**src/rtl/ann_layer_sequencer.sv**
```systemverilog
// Cycle-level controller for the three-layer ANN datapath: image load, per-layer
// coefficient fetch with watchdog, accumulate sweep and output latch.
module ann_layer_sequencer #(
   parameter int IMAGE_SIZE   = 64,
   parameter int FIRST_LAYER  = 16,
   parameter int SECOND_LAYER = 4,
   parameter int COEF_TIMEOUT = 255
) (
   input  logic       clk,
   input  logic       n_rst,
   input  logic       start,
   input  logic       abort,
   input  logic       coef_ack,
   output logic       coef_req,
   output logic [1:0] coef_layer,
   output logic [2:0] load_sel,
   output logic       reset_accum,
   output logic       acc_en,
   output logic [6:0] input_num,
   output logic       busy,
   output logic       done_processing,
   output logic       coef_error
);

   localparam int TW = $clog2(COEF_TIMEOUT + 1);

   typedef enum logic [2:0] {
      IDLE,
      LOAD_IMG,
      REQ_COEF,
      CLEAR,
      ACCUM,
      LATCH,
      DONE,
      ERROR
   } state_t;

   state_t        state, next_state;
   logic [1:0]    layer, next_layer;
   logic [6:0]    in_cnt, next_in_cnt;
   logic [TW-1:0] timer, next_timer;
   logic [6:0]    last_in;

   always_comb begin
      case (layer)
         2'd0:    last_in = 7'(IMAGE_SIZE - 1);
         2'd1:    last_in = 7'(FIRST_LAYER - 1);
         default: last_in = 7'(SECOND_LAYER - 1);
      endcase
   end

   always_ff @(posedge clk or negedge n_rst) begin
      if (!n_rst) begin
         state  <= IDLE;
         layer  <= 2'd0;
         in_cnt <= 7'd0;
         timer  <= '0;
      end else begin
         state  <= next_state;
         layer  <= next_layer;
         in_cnt <= next_in_cnt;
         timer  <= next_timer;
      end
   end

   // Outputs decode from registered state only; inputs affect only next-state values.
   always_comb begin
      next_state      = state;
      next_layer      = layer;
      next_in_cnt     = in_cnt;
      next_timer      = timer;
      coef_req        = 1'b0;
      coef_layer      = layer;
      load_sel        = 3'd0;
      reset_accum     = 1'b0;
      acc_en          = 1'b0;
      input_num       = in_cnt;
      busy            = 1'b1;
      done_processing = 1'b0;
      coef_error      = 1'b0;

      case (state)
         IDLE: begin
            busy = 1'b0;
            if (start) begin
               next_state = LOAD_IMG;
               next_layer = 2'd0;
            end
         end
         LOAD_IMG: begin
            load_sel   = 3'd4;
            next_state = REQ_COEF;
         end
         REQ_COEF: begin
            coef_req = 1'b1;
            // A late ack still wins over the watchdog expiring in the same cycle.
            if (coef_ack) begin
               next_state  = CLEAR;
               next_timer  = '0;
               next_in_cnt = 7'd0;
            end else begin
               next_timer = timer + 1'b1;
               if (timer == TW'(COEF_TIMEOUT - 1))
                  next_state = ERROR;
            end
         end
         CLEAR: begin
            reset_accum = 1'b1;
            next_in_cnt = 7'd0;
            next_state  = ACCUM;
         end
         ACCUM: begin
            acc_en = 1'b1;
            if (in_cnt == last_in)
               next_state = LATCH;
            else
               next_in_cnt = in_cnt + 7'd1;
         end
         LATCH: begin
            load_sel = {1'b0, layer} + 3'd1;
            if (layer == 2'd2) begin
               next_state = DONE;
            end else begin
               next_layer = layer + 2'd1;
               next_state = REQ_COEF;
            end
         end
         DONE: begin
            done_processing = 1'b1;
            next_state      = IDLE;
            next_layer      = 2'd0;
            next_in_cnt     = 7'd0;
         end
         ERROR: begin
            busy       = 1'b0;
            coef_error = 1'b1;
            coef_layer = 2'd0;
            input_num  = 7'd0;
         end
         default: next_state = IDLE;
      endcase

      if (abort) begin
         next_state  = IDLE;
         next_layer  = 2'd0;
         next_in_cnt = 7'd0;
         next_timer  = '0;
      end
   end

endmodule

```
**config.mk**
```make
export PLATFORM = sky130hd
export DESIGN_NAME = ann_layer_sequencer
export DESIGN_NICKNAME = d
export VERILOG_FILES = /design/src/rtl/ann_layer_sequencer.sv
export SDC_FILE = /design/constraint.sdc
export NUM_CORES = 1
export LEC_CHECK = 0
export ABC_AREA = 1
export ABC_CLOCK_PERIOD_IN_PS = 3300
export CORE_MARGIN = 5
export CORE_UTILIZATION = 57
export DETAILED_ROUTE_END_ITERATION = 7
export DONT_BUFFER_PORTS = 1
export GPL_TIMING_DRIVEN = 1
export PLACE_DENSITY = 0.73
export REMOVE_ABC_BUFFERS = 1
export SLEW_MARGIN = 20
export SYNTH_ARGS = -nofsm -noshare
export SYNTH_HDL_FRONTEND = slang
export SYNTH_SLANG_ARGS = --single-unit
```
**constraint.sdc**
```tcl
create_clock -name clk -period 3.3 [get_ports clk]
set_input_delay 0.825 -clock clk [delete_from_list [all_inputs] [get_ports clk]]
set_output_delay 0.825 -clock clk [all_outputs]
set_load 0.005 [all_outputs]
```
==> qor.csv, run 1 <==
stage;metric;value;unit
cells_and_area;area_growth;4.64;%
run;maxCapViolations;0;
grt;grt.total_usage;20.0;%
floorplanning;die_h;61.5;microns
place;post-place-ws;1.21;ns
place;place_area;1530;sq um
yosys;synthesis.area;1510;sq um
clock_network;clk_pin_slew_worst_paths;0.12;ns
sta;tightest_slew;0.505;ns
worst_hold_path;hp-class;in -> async;
clock_network;cts_setup_buffers;0;
sta;period_needed;2.42;ns
grt;grt_pass1_vias;1317;
yosys;yosys-top-cells-area;dfrtp_1 (33%), nand2_1 (16%), inv_1 (8.9%), nand3_1 (6.0%), ha_1 (5.8%);
clock_network;hold_buffers;0;
grt;overflow;0;
yosys;yosysUniqueCellTypes;31;
critical_path;cp_num_buf_inv;2;
yosys;yosys-top-cells-count;nand2_1 (63), inv_1 (36), dfrtp_1 (20), nand3_1 (18), nor2_1 (14);
outcome;status;complete, no violations;
yosys;ys_ff_latch;20;
drt;route.detailed.wl_per_inst;13.1;microns
sta;final.setup.tns;0;ns
critical_path;worstPathMaxFanout;12;
yosys;syn_inst;216;
cells_and_area;antenna_cells;0;
place;dpl.hpwl;2460;microns
yosys;synth_async_sr_flop_share;100;%
sta;rsz0062_at_grt;false;
yosys;synth_edf_count;0;
floorplanning;die_area;3780;sq um
power;p_per_area;490;nW/um^2
power;power;774;uW
yosys;synth_most_common_cell;nand2_1;
sta;fin_crit_sh;73.3;%
cells_and_area;fin_nets;230;
drt;drt-initial-drc-count;105;
clock_network;numCtsBuffers;3;
clock_network;cts_root_buf;clkbuf_4;
clock_network;htreeDepth;1;
place;io_buffers;0;
sta;worst_slack;0.881;ns
grt;grt_pass1_wl;5620;microns
yosys;synth_seq_area_share;33.1;%
sta;fin_skew;0.00608;ns
sta;clock.fmax;413;MHz
critical_path;crit_arrival;1.59;ns
sta;finalHoldViolations;0;
critical_path;critPathMaxStageDelay;0.53;ns
drt;ant_nets;0;
yosys;yosys.area.top_type_share;33.1;%
critical_path;crit_required;2.47;ns
floorplanning;num_rows;18;
drt;wl;3240;microns
drt;route.detailed.drc;0;
yosys;synth_warnings;0;
critical_path;slowest_stage;dfrtp_1;
cells_and_area;drive_gt1_share;12.4;%
floorplanning;ios;23;
sta;relSlewSlack;66.2;%
clock_network;cts.repair.resized;0;
cells_and_area;fin_area;1580;sq um
clock_network;clk_path_buf_depth;2;
place;routabilityCongestion;0.875;
clock_network;cts.sinks;20;
drt;dr_total_vias;1339;
floorplanning;core_area;2500;sq um
power;p_leak;0.875;nW
critical_path;worst_setup_path_start_kind;flip-flop;
yosys;synthFlopType;dfrtp_1;
critical_path;crit_path_end_kind;output pin;
cells_and_area;fin_util;63.2;%
yosys;avgSynthCellArea;6.99;sq um
clock_network;cts_tree;yes;
floorplanning;initial_utilization;60.4;%
drt;routed_via_density;5.42;
critical_path;cpLargestDelayFamily;simple AND/OR/NAND/NOR gates;
critical_path;path_class;reg -> out;
power;peakVddDrop;0.000548;V
grt;antenna_found_initial;0;
grt;grt_start_max_net_pins;21;
floorplanning;die_w;61.5;microns
yosys;synth_area_leader_cell;dfrtp_1;
critical_path;cp_cell_sequence;nand2_1 > inv_1 > nand2_1 > inv_1 > nor2_1;
clock_network;clkLatencyLatePin;0.31;ns
drt;drtPass1Iterations;4;
sta;final_max_slew_viol_count;0;
sta;setup_viol;0;
==> cell usage in the layout (no fill, tap or decap), drive strengths merged, types with 2 or more instances in the layout <==
| cell type | n |
|---|---|
| xnor2 | 2 |
| o22ai | 3 |
| dfrtp | 20 |
| nand4 | 11 |
| a21oi | 2 |
| xor2 | 2 |
| nand3 | 20 |
| inv | 39 |
| nand2 | 69 |
| ha | 7 |
| nor2 | 20 |
| o21ai | 13 |
| clkbuf | 3 |
==> per-stage QoR <==
stage | cells | hold WS (ns)
global placement | 243 | 0.516
CTS | 247 | 0.170
global route | 247 | 0.157
floorplan | 213 | 0.489
finish | 247 | 0.185
detailed placement | 243 | 0.530
==> power by group <==
part	internal (mW)	leakage [nW]	switching, mW
combinational	0.0827	0.570	0.175
clock	0.123	0.0279	0.0826
sequential	0.263	0.278	0.0476
==> final timing paths <==
check | start | to | slack, ns | cells past startpoint
hold / removal | n_rst | timer[7] | 0.19 | 0
hold reg to reg | in_cnt[1] | in_cnt[1] | 0.56 | 2
setup reg to reg | layer[0] | state[1] | 1.56 | 10
max in group asynchronous | n_rst | layer[1] | 3.04 | 0
setup / recovery | state[1] | busy | 0.88 | 5
min in group clk | in_cnt[1] | in_cnt[1] | 0.56 | 2
==> area by class of cell <==
type | instances | area [sq um]
clock buffer | 3 | 22.5
clock inverter | 1 | 30.0
fill | 252 | 920
inverter | 40 | 150
multi-input combinational | 153 | 840
sequential | 20 | 500
tap | 30 | 37.5
==> metal layers <==
| metal | share of wire, % | track usage, % |
|---|---|---|
| met1 | 46 | 23.7 |
| met2 | 49 | 36.1 |
| met3 | 3.4 | 2.73 |
| met4 | 1.8 | 8.18 |
| met5 | 0 | 0 |
==> kinds of logic after synthesis <==
group,synth area share (%)
compound gates,8.62
simple gates,38.9
buf+inv,11.3
xor+xnor,2.32
flops,33.1
fa+ha+maj,5.80
==> state kept, by name, summed over array words and instances, names as in the netlist <==
| register | flops |
|---|---|
| timer | 8 |
| in_cnt | 7 |
| state | 3 |
| layer | 2 |
No activity file was read; power rests on OpenSTA's default activity.
==> inputs of run 2 (changes only) <==
--- a/config.mk
+++ b/config.mk
@@ -6,7 +6,7 @@
 export NUM_CORES = 1
 export LEC_CHECK = 0
 export ABC_AREA = 1
-export ABC_CLOCK_PERIOD_IN_PS = 3300
+export ABC_CLOCK_PERIOD_IN_PS = 2300
 export CORE_MARGIN = 5
 export CORE_UTILIZATION = 57
 export DETAILED_ROUTE_END_ITERATION = 7
==> constraint.sdc (replaced) <==
create_clock -name clk -period 2.3 [get_ports clk]
set_input_delay 0.575 -clock clk [delete_from_list [all_inputs] [get_ports clk]]
set_output_delay 0.575 -clock clk [all_outputs]
set_load 0.005 [all_outputs]
==> run 2 against run 1 <==
  * Cell area up 0.79%
  * Sequential share of layout area down 0.25 points
  * Worst hold slack better by 0.25 ns
  * Global-route usage up 0.17 points
  * Wire length up 0.96%
  * Register-to-register slack worse by 1.0 ns
  * Power up 45%
  * Setup slack worse by 0.61 ns
  * Clock power up 45%
  * Largest cell class unchanged
  * Largest power group unchanged
  * Highest routed layer unchanged
==> qor.csv, run 2 (synthesis gave the netlist of run 1 again) <==
stage;metric;value;unit
drt;drt-initial-drc-count;85;
floorplanning;die_h;61.5;microns
cells_and_area;fin_area;1590;sq um
cells_and_area;antenna_cells;0;
sta;fin_crit_sh;88.2;%
place;post-place-ws;0.464;ns
place;place_area;1530;sq um
grt;grt_pass1_vias;1326;
run;maxCapViolations;0;
floorplanning;initial_utilization;60.4;%
critical_path;endpoint;busy;
critical_path;r2r_start;layer[0];
outcome;status;complete, no violations;
grt;grt_pass1_wl;5660;microns
clock_network;numCtsBuffers;3;
drt;route.detailed.wl_per_inst;13.2;microns
power;p_leak;0.881;nW
critical_path;r2r_slack;0.56;ns
critical_path;path_class;reg -> out;
place;routabilityCongestion;0.875;
cells_and_area;largest_register;timer;
clock_network;clk_path_buf_depth;2;
sta;period_needed;2.03;ns
cells_and_area;mostFrequentLayoutCell;nand2_1;
sta;worst_slack;0.270;ns
drt;routed_via_density;5.44;
grt;antenna_found_initial;0;
cells_and_area;largest_register_ffs;8;
critical_path;r2r_end;state[1];
sta;relSlewSlack;34.7;%
critical_path;crit_arrival;1.45;ns
sta;tightest_slew;0.977;ns
floorplanning;ios;23;
power;peakVddDrop;0.000794;V
cells_and_area;top_regs;timer: 8 flops, in_cnt: 7 flops, state: 3 flops;
clock_network;htreeDepth;1;
cells_and_area;fillers;251;
cells_and_area;fin_nets;231;
cells_and_area;layout_common_cells;nand2_1 (62), inv_1 (36), dfrtp_1 (20);
power;p_per_area;705;nW/um^2
sta;finalHoldViolations;0;
sta;fin_skew;0.00177;ns
floorplanning;core_area;2500;sq um
power;power;1.12;mW
clock_network;cts.sinks;20;
critical_path;rr_worst_depth;10;
cells_and_area;drive_gt1_share;12.8;%
grt;grt.total_usage;20.2;%
clock_network;clkLatencyLatePin;0.31;ns
cells_and_area;area_growth;5.47;%
drt;ant_nets;0;
floorplanning;die_area;3780;sq um
critical_path;worstPathMaxFanout;12;
sta;clock.fmax;493;MHz
place;dpl.hpwl;2460;microns
place;io_buffers;0;
sta;final.setup.tns;0;ns
drt;route.detailed.drc;0;
critical_path;worst_setup_path_start_kind;flip-flop;
drt;dr_total_vias;1350;
sta;setup_viol;0;
drt;wl;3270;microns
clock_network;cts_tree;yes;
clock_network;cts_root_buf;clkbuf_4;
sta;rsz0062_at_grt;false;
grt;grt_start_max_net_pins;21;
floorplanning;die_w;61.5;microns
sta;final_max_slew_viol_count;0;
cells_and_area;fin_util;63.7;%
drt;drtPass1Iterations;4;
floorplanning;num_rows;18;
critical_path;crit_required;1.73;ns
clock_network;clk_pin_slew_worst_paths;0.12;ns
critical_path;startpoint;state[1];
worst_hold_path;hp-class;in -> reg;
critical_path;crit_path_end_kind;output pin;
grt;overflow;0;
## run 2: cell types whose count changed in the layout (fill, tap and decap cells not counted), sizes merged
cell	change
dlygate4sd3	+1
## run 2: worst min path at each step
stage / depth (start not counted) / end / start
floorplan: 0 / in_cnt[0] / n_rst
global placement: 0 / state[0] / n_rst
detailed placement: 0 / state[1] / n_rst
CTS: 3 / in_cnt[2] / abort
global route: 3 / in_cnt[1] / abort
finish: 3 / timer[5] / abort
## run 2: layout make-up
type | count | area [sq um] | share of cell area, %
flip-flops and latches | 20 | 500 | 31.4
clock inverters | 1 | 30.0 | 1.89
multi-input cells | 153 | 842 | 52.9
well taps | 30 | 37.5 | 2.36
inverters | 40 | 150 | 9.43
repair buffers | 1 | 10.0 | 0.628
clock buffers | 3 | 22.5 | 1.41
## run 2: timing repair
item,4_1_cts,5_1_grt
setup buffers,0,0
resized for setup,0,1
hold endpoints to repair,20,0
hold buffers,1,0
endpoints found under the setup margin,0,2
## run 2: per-layer routing
| layer | vias up | routed length (microns) | GRT usage [%] | part of all wire, % |
|---|---|---|---|---|
| li1 | 682 | - | - | - |
| met1 | 641 | 1500 | 24.2 | 46 |
| met2 | 21 | 1600 | 36.1 | 49 |
| met3 | 6 | 109 | 2.73 | 3.3 |
| met4 | 0 | 59 | 8.18 | 1.8 |
| met5 | - | 0 | 0 | 0 |
## run 2: report_power, final
| part | switching [mW] | total [mW] | leakage [nW] | internal [mW] |
|---|---|---|---|---|
| Sequential | 0.0688 | 0.447 | 0.278 | 0.378 |
| Combinational | 0.259 | 0.379 | 0.575 | 0.120 |
| Clock | 0.120 | 0.297 | 0.0279 | 0.176 |
## run 2: worst max-delay path, stage by stage (launching register included)
cell     delay (ns)
dfrtp_1        0.60
nand2_1        0.10
inv_1          0.08
nand2_2        0.15
inv_1          0.14
nor2_1         0.06
## run 2: metrics by stage
step           hold WS (ns)  std cells
5_1_grt               0.437        248
4_1_cts               0.427        248
3_3_place_gp          0.280        243
2_1_floorplan         0.279        213
6_report              0.436        248
3_5_place_dp          0.280        243
